==> config.mk <==
export PLATFORM = sky130hd
export DESIGN_NAME = hazard_forward_unit
export DESIGN_NICKNAME = d
export VERILOG_FILES = /design/src/rtl/hazard_pkg.sv /design/src/rtl/hazard_forward_unit_fwd_match.sv /design/src/rtl/hazard_forward_unit.sv
export SDC_FILE = /design/constraint.sdc
export NUM_CORES = 1
export LEC_CHECK = 0
export CORE_MARGIN = 2
export CORE_UTILIZATION = 38
export CTS_CLUSTER_SIZE = 28
export DETAILED_ROUTE_END_ITERATION = 10
export PLACE_DENSITY = 0.85
export REMOVE_ABC_BUFFERS = 1
export SKIP_CTS_REPAIR_TIMING = 1
export SLEW_MARGIN = 15
export SYNTH_ARGS = -nofsm -noshare
export SYNTH_HDL_FRONTEND = slang
export SYNTH_SLANG_ARGS = --single-unit
==> constraint.sdc <==
create_clock -name clk -period 2.8 [get_ports clk]
set_input_delay 0.42 -clock clk [delete_from_list [all_inputs] [get_ports clk]]
set_output_delay 0.42 -clock clk [all_outputs]
set_load 0.005 [all_outputs]
==> src/rtl/hazard_pkg.sv <==
// Shared types and helpers for the hazard / forwarding unit.
// The optional HAZ_PERF_CNT_EN feature does not change anything in this package.
package hazard_pkg;

    typedef enum logic [1:0] {
        IDLE,
        LU_STALL,
        MC_WAIT
    } hz_state_e;

    localparam int unsigned REG_ZERO = '0;

    // Width of a forward select that encodes "regfile" plus n stages.
    function automatic int fsel_w(input int n);
        return $clog2(n + 1);
    endfunction

endpackage

==> src/rtl/hazard_forward_unit_fwd_match.sv <==
// fwd_match: nearest-stage priority encoder for one source operand.
// Output 0 selects the register file, k selects forwarding stage k.
module fwd_match
    import hazard_pkg::*;
#(
    parameter int NUM_STAGES = 2,
    parameter int REG_AW     = 5
) (
    input  logic [REG_AW-1:0]            i_rs,
    input  logic [NUM_STAGES*REG_AW-1:0] i_stage_rd,
    input  logic [NUM_STAGES-1:0]        i_stage_regwrite,
    output logic [fsel_w(NUM_STAGES)-1:0] o_sel
);

    localparam int FSW = fsel_w(NUM_STAGES);
    localparam logic [REG_AW-1:0] RZ = REG_AW'(REG_ZERO);

    // Scan farthest to nearest so the nearest matching stage overwrites the rest.
    always_comb begin
        o_sel = '0;
        for (int k = NUM_STAGES; k >= 1; k--) begin
            if (i_stage_regwrite[k-1] &&
                (i_stage_rd[(k-1)*REG_AW +: REG_AW] == i_rs) &&
                (i_stage_rd[(k-1)*REG_AW +: REG_AW] != RZ)) begin
                o_sel = FSW'(k);
            end
        end
    end

endmodule

==> src/rtl/hazard_forward_unit.sv <==
// hazard_forward_unit: operand forward selects plus load-use and multi-cycle-op stall control.
// Define HAZ_PERF_CNT_EN to add saturating stall performance counters.
module hazard_forward_unit
    import hazard_pkg::*;
#(
    parameter int NUM_SRC      = 2,
    parameter int NUM_STAGES   = 2,
    parameter int REG_AW       = 5,
    parameter int LU_STALL_CYC = 1,
    parameter int MC_TIMEOUT   = 64,
    localparam int FSW         = fsel_w(NUM_STAGES)
) (
    input  logic                          clk,
    input  logic                          rst_n,
    input  logic [NUM_SRC*REG_AW-1:0]     ex_rs,
    input  logic [NUM_STAGES*REG_AW-1:0]  stage_rd,
    input  logic [NUM_STAGES-1:0]         stage_regwrite,
    input  logic [NUM_SRC*REG_AW-1:0]     id_rs,
    input  logic [NUM_SRC-1:0]            id_rs_used,
    input  logic [REG_AW-1:0]             idex_rd,
    input  logic                          idex_memread,
    input  logic                          mc_start,
    input  logic                          mc_done,
    output logic [NUM_SRC*FSW-1:0]        fwd_sel,
    output logic                          stall_if,
    output logic                          stall_id,
    output logic                          stall_ex,
    output logic                          flush_ex,
    output logic                          mc_timeout
`ifdef HAZ_PERF_CNT_EN
    ,
    output logic [31:0]                   lu_stall_cnt,
    output logic [31:0]                   mc_stall_cnt
`endif
);

    localparam int CNT_W = (MC_TIMEOUT > 8) ? $clog2(MC_TIMEOUT) : 3;
    localparam logic [REG_AW-1:0] RZ = REG_AW'(REG_ZERO);

    hz_state_e        r_state;
    logic [CNT_W-1:0] r_cnt;
    logic             w_lu_hit;
    logic             w_timeout;

    for (genvar i = 0; i < NUM_SRC; i++) begin : g_fwd
        fwd_match #(
            .NUM_STAGES (NUM_STAGES),
            .REG_AW     (REG_AW)
        ) u_match (
            .i_rs             (ex_rs[i*REG_AW +: REG_AW]),
            .i_stage_rd       (stage_rd),
            .i_stage_regwrite (stage_regwrite),
            .o_sel            (fwd_sel[i*FSW +: FSW])
        );
    end

    always_comb begin
        w_lu_hit = 1'b0;
        for (int i = 0; i < NUM_SRC; i++) begin
            if (id_rs_used[i] && (id_rs[i*REG_AW +: REG_AW] == idex_rd)) begin
                w_lu_hit = 1'b1;
            end
        end
        w_lu_hit = w_lu_hit && idex_memread && (idex_rd != RZ);
    end

    // mc_done takes precedence, so a completion on the last allowed cycle is not reported as a timeout.
    assign w_timeout = (MC_TIMEOUT != 0) && (r_state == MC_WAIT) && !mc_done &&
                       (r_cnt == CNT_W'(MC_TIMEOUT - 1));

    always_ff @(posedge clk or negedge rst_n) begin
        if (!rst_n) begin
            r_state <= IDLE;
            r_cnt   <= '0;
        end else begin
            case (r_state)
                IDLE: begin
                    if (mc_start) begin
                        r_cnt   <= '0;
                        r_state <= MC_WAIT;
                    end else if (w_lu_hit && (LU_STALL_CYC > 1)) begin
                        r_cnt   <= CNT_W'(LU_STALL_CYC - 1);
                        r_state <= LU_STALL;
                    end
                end
                LU_STALL: begin
                    r_cnt <= r_cnt - CNT_W'(1);
                    if (r_cnt == CNT_W'(1)) begin
                        r_state <= IDLE;
                    end
                end
                MC_WAIT: begin
                    r_cnt <= r_cnt + CNT_W'(1);
                    if (mc_done || w_timeout) begin
                        r_state <= IDLE;
                    end
                end
                default: r_state <= IDLE;
            endcase
        end
    end

    // Controls act in the same cycle as the triggering inputs; rst_n gates them so a reset drops stalls at once.
    always_comb begin
        stall_if   = 1'b0;
        stall_id   = 1'b0;
        stall_ex   = 1'b0;
        flush_ex   = 1'b0;
        mc_timeout = 1'b0;
        if (rst_n) begin
            case (r_state)
                IDLE: begin
                    if (mc_start) begin
                        stall_if = 1'b1;
                        stall_id = 1'b1;
                        stall_ex = 1'b1;
                    end else if (w_lu_hit) begin
                        stall_if = 1'b1;
                        stall_id = 1'b1;
                        flush_ex = 1'b1;
                    end
                end
                LU_STALL: begin
                    stall_if = 1'b1;
                    stall_id = 1'b1;
                    flush_ex = 1'b1;
                end
                MC_WAIT: begin
                    mc_timeout = w_timeout;
                    if (!mc_done && !w_timeout) begin
                        stall_if = 1'b1;
                        stall_id = 1'b1;
                        stall_ex = 1'b1;
                    end
                end
                default: ;
            endcase
        end
    end

`ifdef HAZ_PERF_CNT_EN
    logic [31:0] r_lu_cnt;
    logic [31:0] r_mc_cnt;

    always_ff @(posedge clk or negedge rst_n) begin
        if (!rst_n) begin
            r_lu_cnt <= '0;
            r_mc_cnt <= '0;
        end else begin
            if (flush_ex && (r_lu_cnt != '1)) begin
                r_lu_cnt <= r_lu_cnt + 32'd1;
            end
            if (stall_ex && (r_mc_cnt != '1)) begin
                r_mc_cnt <= r_mc_cnt + 32'd1;
            end
        end
    end

    assign lu_stall_cnt = r_lu_cnt;
    assign mc_stall_cnt = r_mc_cnt;
`endif

endmodule

# Word level (Yosys, flattened, before mapping)

Index checks and enable logic that the tools add are counted.

Add/sub/neg operators: 2
Multipliers: 0
Divide/modulo/power cells: 0
Magnitude comparators: 0
Equality and inequality tests: 13
Shift-type cells: 0
Mux-type cells: 25
Bitwise gates (word level): 0
Reductions and logical operators: 25

Operator list:

| kind                                                  | count |
|---|---|
| equality test 5 bit                                   | 6 |
| case mux 6 bit (3 select lines)                       | 1 |
| logical AND 1 bit                                     | 15 |
| nonzero test 5 bit                                    | 3 |
| two-way mux 2 bit                                     | 7 |
| two-way mux 1 bit                                     | 12 |
| adder 6 x 1 -> 6 bit, second input constant           | 1 |
| equality test 6 x 1 -> 1 bit, second input constant   | 1 |
| equality test 6 bit, second input constant            | 1 |
| two-way mux 6 bit                                     | 1 |
| case mux 2 bit (3 select lines)                       | 1 |
| subtractor 6 x 1 -> 6 bit, second input constant      | 1 |
| inequality test 2 bit, second input constant          | 2 |
| case mux 1 bit (2 select lines)                       | 2 |
| case mux 1 bit (3 select lines)                       | 1 |
| AND reduction 3 bit                                   | 1 |
| nonzero test 3 bit                                    | 1 |
| equality test 2 x 1 -> 1 bit, second input constant   | 1 |
| equality test 2 bit, second input constant            | 1 |
| zero test 1 bit                                       | 2 |
| zero test 2 bit                                       | 1 |
| inequality test 2 x 1 -> 1 bit, second input constant | 1 |
| AND reduction 2 bit                                   | 1 |
| logical OR 1 bit                                      | 1 |

Register bits after elaboration: 8
Bits in latches: 0
Bits in writable memories: 0
ROM bits: 0
Input port bits: 44
Output and inout port bits: 9
Memories kept: 0

# Logic depth before layout (Yosys ltp)

Gate-level depths: netlist (run 1).

Word-level depth: 10
Gate-level depth with buffers: 6

# By module

Synthesis (run 1) repeated with hierarchy kept, for this count alone.

Cell total of the unflattened synthesis: 97
Area, all modules: 820.8 µm²

Modules (own cells, without submodules):

| module              | times used | cells each | area each (µm²) | seq. area each (µm²) |
|---|---|---|---|---|
| hazard_forward_unit | 1          | 57         | 518.0           | 175.2 |
| fwd_match           | 2          | 20         | 151.4           | 0.0 |

# Worst setup path after synthesis (run 1)

No wires, ideal clock.

Kind: input to output
Start point: input stage_rd[0]
End point: output fwd_sel[1]
Arrival: 1.460 ns
Data required time: 2.380 ns
Path slack: 0.920 ns
Stages on the path: 4
Path buffers: 0
Path through: or4_1 > o21ai_2 > nor4_1 > nor4_2

Longest elaborated chain between the ends: 4
Elaborated cells between the ends (all ways): 5

Ends and longest elaborated chain:

| item                | line                                | text |
|---|---|---|
| from (decl)         | hazard_forward_unit.sv:16           | `input logic [NUM_STAGES*REG_AW-1:0] stage_rd,` |
| equality test 5 bit | hazard_forward_unit_fwd_match.sv:23 | `(i_stage_rd[(k-1)*REG_AW +: REG_AW] == i_rs) &&` |
| logical AND 1 bit   | hazard_forward_unit_fwd_match.sv:22 | `if (i_stage_regwrite[k-1] &&` |
| logical AND 1 bit * | hazard_forward_unit_fwd_match.sv:23 |  |
| two-way mux 2 bit * | hazard_forward_unit_fwd_match.sv:22 |  |
| to (decl)           | hazard_forward_unit.sv:24           | `output logic [NUM_SRC*FSW-1:0] fwd_sel,` |

Every way passes the cells marked *; elsewhere a longest branch is shown, timed or not.

# Worst setup path after layout (run 1)

Start point: input idex_rd[1]
End point: output stall_id

Longest elaborated chain between the ends: 10
Elaborated cells between the ends (all ways): 13

Ends and longest elaborated chain:

| item                              | line                       | text |
|---|---|---|
| from (decl)                       | hazard_forward_unit.sv:20  | `input logic [REG_AW-1:0] idex_rd,` |
| equality test 5 bit               | hazard_forward_unit.sv:60  | `if (id_rs_used[i] && (id_rs[i*REG_AW +: REG_AW] == idex_rd)) begin` |
| logical AND 1 bit                 | hazard_forward_unit.sv:60  |  |
| two-way mux 1 bit (2 in a row)    | hazard_forward_unit.sv:60  |  |
| logical AND 1 bit                 | hazard_forward_unit.sv:64  | `w_lu_hit = w_lu_hit && idex_memread && (idex_rd != RZ);` |
| logical AND 1 bit *               | hazard_forward_unit.sv:64  |  |
| two-way mux 1 bit *               | hazard_forward_unit.sv:117 | `end else if (w_lu_hit) begin` |
| two-way mux 1 bit *               | hazard_forward_unit.sv:113 | `if (mc_start) begin` |
| case mux 1 bit (3 select lines) * | hazard_forward_unit.sv:111 | `case (r_state)` |
| two-way mux 1 bit *               | hazard_forward_unit.sv:110 | `if (rst_n) begin` |
| to (decl)                         | hazard_forward_unit.sv:26  | `output logic stall_id,` |

Marks and branches as above.

==> results of run 1 <==
[placed cells by master, fill, tap and decap left out, types with 3 or more instances in the layout]
master / instances
clkbuf_4: 3
nand2_1: 6
buf_4: 8
or4_1: 5
o21ai_0: 3
dfrtp_1: 7
nand3_1: 4
nor4_2: 4
nor2_1: 3
clkdlybuf4s50_1: 50
xor2_1: 23
nand2b_1: 4
xnor2_1: 8
[area by class of cell]
| class | instances | area, sq um | share of cell area, % |
|---|---|---|---|
| sequential | 7 | 175 | 12.2 |
| tap | 27 | 33.8 | 2.36 |
| clock buffer | 4 | 26.3 | 1.84 |
| timing repair buffer | 60 | 586 | 40.9 |
| multi-input combinational | 81 | 611 | 42.7 |
[stage by stage]
step           std cells  instance area (sq um)  total power [mW]  hold slack, ns  setup slack, ns
6_report             179                   1430             0.457           0.474            0.111
5_1_grt              179                   1430             0.492           0.506           0.0145
4_1_cts              179                   1410             0.460           0.467          -0.0368
3_3_place_gp         175                   1380             0.350           0.477          -0.0215
2_1_floorplan         88                    769             0.243           0.124            0.920
3_5_place_dp         175                   1380             0.363           0.494          -0.0328
[routing by layer]
metal	track usage, %	up-vias	part of all wire [%]
li1	-	451	-
met2	41.4	17	58
met1	22.3	423	38
met4	7.14	0	1.2
met3	2.45	4	2.1
met5	0	-	0
[sequential cells by signal, indices dropped and copies added, names as in the netlist]
name	cells
r_cnt	6
r_state	1
[logic make-up (layout without fill, tap and decap cells)]
kind of cell	count (synthesis)	after routing	synth area share (%)
AND/OR/NAND/NOR	35	35	27.2
XOR/XNOR	31	31	34.8
AO/OA/AOI/OAI	12	12	9.94
flip-flops	7	7	22.4
multiplexers	2	2	2.56
buffers and inverters	2	64	1.44
adder cells (fa/ha/maj)	1	1	1.60
[worst max-delay path, cell delays in order]
cell and delay [ns]:
clkdlybuf4s50_1 0.46, or4_1 0.56, o21ai_2 0.16, or2_2 0.13
o21bai_1 0.07, clkdlybuf4s50_1 0.46
[worst max-delay path by stage]
| stage | start | endpoint | slack (ns) | cells past startpoint |
|---|---|---|---|---|
| after CTS | stage_rd[0] | fwd_sel[3] | -0.04 | 6 |
| after detailed placement | stage_rd[0] | fwd_sel[3] | -0.03 | 6 |
| final | idex_rd[1] | stall_id | 0.11 | 6 |
| after global routing | idex_rd[4] | stall_id | 0.01 | 6 |
| after floorplan | stage_rd[0] | fwd_sel[1] | 0.92 | 4 |
| after global placement | stage_rd[0] | fwd_sel[3] | -0.02 | 6 |
[power groups by stage]
stage	clock (mW)	sequential [mW]	combinational [mW]
6_report	0.0944	0.158	0.204
3_3_place_gp	0	0.158	0.192
4_1_cts	0.0986	0.159	0.203
3_5_place_dp	0	0.160	0.203
5_1_grt	0.101	0.164	0.228
2_1_floorplan	0	0.153	0.0900
==> results.md, run 1 <==
- Cells after Synth: 90
- H-tree Lvls: 1
- Post-synth ARST share: 100%
- Final min period: ~2.7 ns
- Rel. slew slack: 70.8%
- Most common cell in the netlist: xor2_1
- Synth cell count leaders: 23 x xor2_1, 8 x xnor2_1, 7 x dfrtp_1
- Layout Nets: between 150 and 200
- Largest cells by area after synthesis: xor2_1 26%, dfrtp_1 22%, xnor2_1 9.0%
- Num CTS Buffers: 3
- Clk sink count: 7
- WL/cell: ~13 um
- Final WL: approximately 2.4 mm
- Die Span X: a little under 50 um
- Utilization after layout: 73.7%
- Internal: around 0.31 mW
- Cell taking the most area after synthesis: xor2_1
- Hold Fails Final Rpt: 0
- Largest net degree at the start of global routing: 12
- Setup-failing EPs final: 0
- Sw Ratio: around 33%
- Vias in the first global route: slightly below 900
- Yosys warnings: 0
- FF+latch count, synth: 7
- Combinational fraction of design power: ~45%
- Skew final: 0.00297 ns
- Detailed Routing Iterations Pass 1: 4
- Period utilization: between 90 and 100%
- Cell Pwr Density: about 320 nW/um^2
- WP data arrival: roughly 2.3 ns
- Port Buffer Count: between 50 and 60
- Post-synth top flop: dfrtp_1
- Max Cap Viol: 0
- ANT nets after route: 0
- Worst hold path class: in2async
- Num rows: 16
- EDFF count, synth: 0
- Clk network pwr share: slightly above 20%
- Antenna violations before repair: 0
- Startpoint Class: input port
- Least-Margin Pin Slew: between 0.4 and 0.5 ns
- Starting DRT DRC Count: 14
- Total Neg Setup Slack: 0 ns
- Worst Setup End Kind: output port
- DRC Markers: 0
- Die height: between 40 and 50 um
- Unique masters post-synth: 28
- IO Count: between 50 and 60
- Final Max Slew Viols: 0
- Overflow after GRT: 0
- DP HPWL: ~2.2 mm
- Root Driver: clkbuf_4
- R2r setup slk: 1.56 ns
- Leakage power total: a little under 0.6 nW
- Area grow syn2layout: 83.3%
- Fraction of layout cells with a size suffix above 1: a little under an eighth
- Critical path required time: approximately 2.4 ns
- Maximum vdd drop: roughly 0.27 mV
- RSZ-0062 raised after global routing: false
- Initial core utilization: 40.2%
- Status: complete, no violations
- Reg clk slew, reported paths: around 0.05 ns
- Crit-path max FO: 3
- CP Class: in2out
- Syn Area/Cell: between 8 and 9 sq um
- Yosys top cell area share: between 20% and 30%
- Reg-to-reg endpoint: r_cnt[5]
- Fmax: roughly 370 MHz
- GRT Overall Usage: a little over a fifth
- Sequential power share: 34.6%
- Placer Congestion: about 0.90
- FILL cells: roughly 160
- Sequential element share of the synthesized area: 22.4%
- Worst R2R Path Depth: 3
- NetSw: between 0.15 and 0.2 mW
- Wire length of the first global-routing pass: between 3 and 4 mm
- Die area: 2430 sq um
- Antenna cells: 0
- Total core area: between 1500 and 2000 sq um
- Detailed-route via count: ~900
- Clock buffer depth: 2
- Clock latency on the worst-skew pair: approximately 0.26 ns
- CTS tree: built
- Synthesized area: a little under 800 sq um
- Worst reg2reg path startpoint: r_state[1]
- Via density: ~5
(Power assumes the default switching activity.)
==> inputs of run 2 (changes only) <==
--- a/config.mk
+++ b/config.mk
@@ -11,7 +11,6 @@
 export DETAILED_ROUTE_END_ITERATION = 10
 export PLACE_DENSITY = 0.85
 export REMOVE_ABC_BUFFERS = 1
-export SKIP_CTS_REPAIR_TIMING = 1
 export SLEW_MARGIN = 15
 export SYNTH_ARGS = -nofsm -noshare
 export SYNTH_HDL_FRONTEND = slang
==> run 2 against run 1 <==
Via count is 0.11% lower. Global-route usage did not move. Sequential cell count is the same. Clock skew barely moved. Worst hold slack about the same. Utilization down 0.39 points. First-iteration DRC count stayed put. Register-to-register slack about the same. Critical path type unchanged.
==> results.md, run 2 (synthesis gave the netlist of run 1 again) <==
- DP HPWL: roughly 2.2 mm
- Placer Congestion: 0.898
- Via density: approximately 5
- Leading cell type in the layout, fill and taps excluded: clkdlybuf4s50_1
- H-tree Lvls: 1
- FILL cells: 160
- Total Neg Setup Slack: 0 ns
- Least-Margin Pin Slew: 0.435 ns
- Max reg flops: 6
- Root Driver: clkbuf_4
- Num CTS Buffers: 3
- Port Buffer Count: 52
- Hold Fails Final Rpt: 0
- Antenna cells: 0
- Period utilization: a little over nine tenths
- Setup repair bufs after CTS: 0
- Detailed Routing Iterations Pass 1: 4
- Fmax: 372 MHz
- Worst reg2reg path startpoint: r_state[1]
- RSZ-0062 raised after global routing: false
- Utilization after layout: about three quarters
- Largest net degree at the start of global routing: 12
- CTS tree: built
- Most frequent cells in the layout: 50 x clkdlybuf4s50_1, 23 x xor2_1, 8 x xnor2_1, 8 x buf_4, 7 x dfrtp_1
- IO Count: 53
- Hold WS: 0.474 ns
- WP data arrival: 2.27 ns
- Maximum vdd drop: 0.269 mV
- Crit-path max FO: 3
- Startpoint Class: input port
- Initial core utilization: 40.2%
- Biggest register: r_cnt
- Layout Nets: 198
- Reg clk slew, reported paths: 0.05 ns
- Vias in the first global route: approximately 900
- Die Span X: 49.3 um
- Status: complete, no violations
- Final Max Slew Viols: 0
- Pre-CTS setup slack: -0.0328 ns
- Antenna violations before repair: 0
- CP Class: in2out
- Overflow after GRT: 0
- Cell Pwr Density: around 320 nW/um^2
- Cell Count, Final, Fillers Out: ~180
- Final min period: 2.69 ns
- Worst Setup End Kind: output port
- Num rows: 16
- Fraction of layout cells with a size suffix above 1: around an eighth
- CP startpoint: idex_rd[1]
- Die area: 2430 sq um
- Total core area: around 1900 sq um
- Detailed-route via count: between 800 and 900
- Worst setup margin: between 0.1 and 0.15 ns
- DRC Markers: 0
- Die height: between 40 and 50 um
- Clk sink count: 7
- Wire length of the first global-routing pass: 3.91 mm
- Leakage power total: approximately 0.55 nW
- Critical path required time: ~2.4 ns
- Setup-failing EPs final: 0
- Skew final: about 0.0029 ns
- Top flop regs: r_cnt: 6 flops, r_state: 1 flops
- CTS hold repair buffers: 0
- Area grow syn2layout: 82.4%
- Clock latency on the worst-skew pair: 0.26 ns
- Clock buffer depth: 2
- Final WL: ~2.4 mm
- GRT Overall Usage: between 20% and 30%
- ANT nets after route: 0
- WL/cell: 13.5 um
- Starting DRT DRC Count: 14
- Worst hold path class: in2async
- Max Cap Viol: 0
- Total power: 0.457 mW
- Rel. slew slack: a little over two thirds
- Post-DP Area: roughly 1400 sq um
- Fin area: between 1000 and 1500 sq um
- Placed Cells incl. Taps: between 150 and 200
-- run 2: cell count changes in the layout (fill, tap and decap cells not counted) --
cell            delta
dlygate4sd2_1      +2
dlymetal6s2s_1     -2
-- run 2: repair_timing --
item / in CTS / in global routing
endpoints found under the setup margin: 2 / 4
gates resized for setup: 2 / 4
hold endpoints to repair: 0 / 0
-- run 2: path summary, 6_finish.rpt --
check                                end  slack [ns]  cells past startpoint
worst max-delay path            stall_id        0.11                      6
worst min-delay path            r_cnt[1]        0.47                      2
worst max register to register  r_cnt[5]        1.56                      3
worst min register to register  r_cnt[4]        0.50                      1
max in group asynchronous       r_cnt[5]        2.20                      2
min in group clk                r_cnt[4]        0.50                      1
-- run 2: layer usage --
layer  part of all wire, %  vias up  wire length, um  global-route usage [%]
met2                    58       13             1410                    41.4
met4                   1.2        0               29                    7.14
li1                      -      451                -                       -
met5                     0        -                0                       0
met1                    38      426              929                    22.3
met3                   1.9        4               45                    2.45
-- run 2: area by class of cell --
class,instances,area (sq um),share of cell area [%]
clock buffer,4,26.3,1.85
multi-input combinational,81,611,42.9
sequential,7,175,12.3
tap,27,33.8,2.37
timing repair buffer,60,578,40.6
-- run 2: report_power, final --
part | internal (mW) | switching [mW] | leakage (nW)
clock network | 0.0546 | 0.0399 | 0.0150
registers | 0.127 | 0.0313 | 0.0909
logic | 0.124 | 0.0804 | 0.447
-- run 2: worst max-delay path: stages --
cell and delay [ns]:
clkdlybuf4s50_1 0.46, or4_1 0.56, o21ai_2 0.16, or2_2 0.13, o21bai_1 0.07, clkdlybuf4s50_1 0.46
==> inputs of run 3 (changes only) <==
==> constraint.sdc (replaced) <==
create_clock -name clk -period 3.3 [get_ports clk]
set_input_delay 0.495 -clock clk [delete_from_list [all_inputs] [get_ports clk]]
set_output_delay 0.495 -clock clk [all_outputs]
set_load 0.005 [all_outputs]
==> run 3 against run 2 <==
Die area unchanged. Register-to-register slack better by 0.49 ns. Worst setup slack better by 0.11 ns. Combinational power decreased by 19%. Global-route usage is 0.14 points lower. Power is 17% lower. Count of clock-buffer cells in the layout stayed put. Via count fell by 5.3%. Wire length decreased by 1.9%. Sequential power is 14% lower.
==> results.md, run 3 (synthesis gave the netlist of run 1 again) <==
- IO Count: 53
- Wire length of the first global-routing pass: about 4 mm
- Worst R2R Path Depth: 3
- GRT Overall Usage: between 20% and 30%
- Largest net degree at the start of global routing: 12
- Worst reg2reg path startpoint: r_state[1]
- Biggest register: r_cnt
- Final WL: between 2 and 2.5 mm
- Reg-to-reg endpoint: r_cnt[5]
- Setup repair bufs after CTS: 0
- Cell Pwr Density: about 280 nW/um^2
- Placer Congestion: between 0.9 and 1
- Final Max Slew Viols: 0
- Detailed-route via count: around 850
- Most frequent cells in the layout: 52 x clkdlybuf4s50_1, 23 x xor2_1, 8 x xnor2_1
- Leakage power total: between 0.5 and 0.6 nW
- Clock latency on the worst-skew pair: approximately 0.25 ns
- Vias in the first global route: roughly 900
- DP HPWL: between 2 and 2.5 mm
- Least-Margin Pin Slew: around 0.5 ns
- CP Class: in2out
- RSZ-0062 raised after global routing: false
- Skew final: about 0.0032 ns
- R2r setup slk: between 2 and 2.5 ns
- Hold Startpoint: r_cnt[4]
- Die height: 49.3 um
- Layout Nets: 191
- CTS tree: built
- Post_cts resized: 0
- Worst Setup End Kind: output port
- Max Cap Viol: 0
- Die Span X: 49.3 um
- Overflow after GRT: 0
- Hold Path Cell Cnt: 1
- ANT nets after route: 0
- Total core area: about 2000 sq um
- Total Neg Setup Slack: 0 ns
- Root Driver: clkbuf_4
- Worst Hold Endpoint: r_cnt[4]
- Worst setup margin: around 0.23 ns
- Status: complete, no violations
- Fmax: around 330 MHz
- Maximum vdd drop: around 0.28 mV
- Final min period: 3.07 ns
- Antenna cells: 0
- Antenna violations before repair: 0
- Period utilization: just over 90%
- Cell Count, Final, Fillers Out: ~170
- DRC Markers: 0
- Num rows: 16
- Worst hold path class: reg2reg
- Leading cell type in the layout, fill and taps excluded: clkdlybuf4s50_1
- Die area: 2430 sq um
- Pre-CTS setup slack: between 0.2 and 0.25 ns
- Num CTS Buffers: 3
- Critical path required time: roughly 2.8 ns
- Port Buffer Count: 52
- FILL cells: about 170
- Starting DRT DRC Count: 6
- Top flop regs: r_cnt: 6 flops, r_state: 1 flops
- Crit-path max FO: 3
- Setup-failing EPs final: 0
- Via density: slightly below 5
- Initial core utilization: 40.2%
- Hold Fails Final Rpt: 0
- WL/cell: 13.8 um
- Startpoint Class: input port
- Placed Cells incl. Taps: about 170
- Fraction of layout cells with a size suffix above 1: 5.52%
- Clock buffer depth: 2
- Max reg flops: 6
- Detailed Routing Iterations Pass 1: 4
- Clk sink count: 7
- Area grow syn2layout: 73.9%
- Rel. slew slack: between 60% and 70%
- H-tree Lvls: 1
- CTS hold repair buffers: 0
- WP data arrival: around 2.6 ns
- Reg clk slew, reported paths: ~0.060 ns
run 3: cell count changes in the layout (fill, tap and decap cells not counted), sizes merged:
| cell | delta |
|---|---|
| buf | -7 |
| clkdlybuf4s50 | +2 |
| dlygate4sd2 | -2 |
run 3: worst max path at each step:
stage	cells after the start	start	end	slack, ns
after floorplan	4	stage_rd[0]	fwd_sel[1]	1.27
after global placement	6	stage_rd[0]	fwd_sel[3]	0.26
after detailed placement	6	stage_rd[0]	fwd_sel[1]	0.24
after CTS	6	stage_rd[0]	fwd_sel[1]	0.24
after global routing	6	stage_rd[0]	fwd_sel[3]	0.12
final	6	stage_rd[0]	fwd_sel[3]	0.23
run 3: where the power goes:
| part | total (mW) | internal, mW | switching, mW |
|---|---|---|---|
| registers | 0.136 | 0.108 | 0.0286 |
| logic | 0.166 | 0.100 | 0.0658 |
| clock network | 0.0778 | 0.0462 | 0.0317 |
run 3: stage by stage:
stage               instance area, sq um  hold WS (ns)  power (mW)  utilization [%]
CTS                                 1360         0.523       0.384             69.9
global placement                    1330         0.477       0.292             68.6
global route                        1360         0.534       0.410             69.9
detailed placement                  1330         0.514       0.303             68.6
finish                              1360         0.521       0.380             69.9
floorplan                            769         0.199       0.206                -
run 3: cell type report:
| cell class | count | area [sq um] | share of cell area [%] |
|---|---|---|---|
| multi-input cells | 81 | 594 | 43.8 |
| repair buffers | 53 | 528 | 38.9 |
| flip-flops and latches | 7 | 175 | 12.9 |
| well taps | 27 | 33.8 | 2.49 |
| clock buffers | 4 | 26.3 | 1.94 |
run 3: per-layer routing:
layer	wire length (um)	track usage (%)	vias to the layer above
met5	0	0	-
met4	0	4.76	0
met3	51	1.53	0
met2	1410	41.0	18
met1	910	23.8	393
li1	-	-	436
run 3: worst max-delay path, cell delays in order:
cell	delay [ns]
clkdlybuf4s50_1	0.48
or4_1	0.56
o21ai_2	0.14
nor4_1	0.09
nor4_2	0.27
clkdlybuf4s50_1	0.54
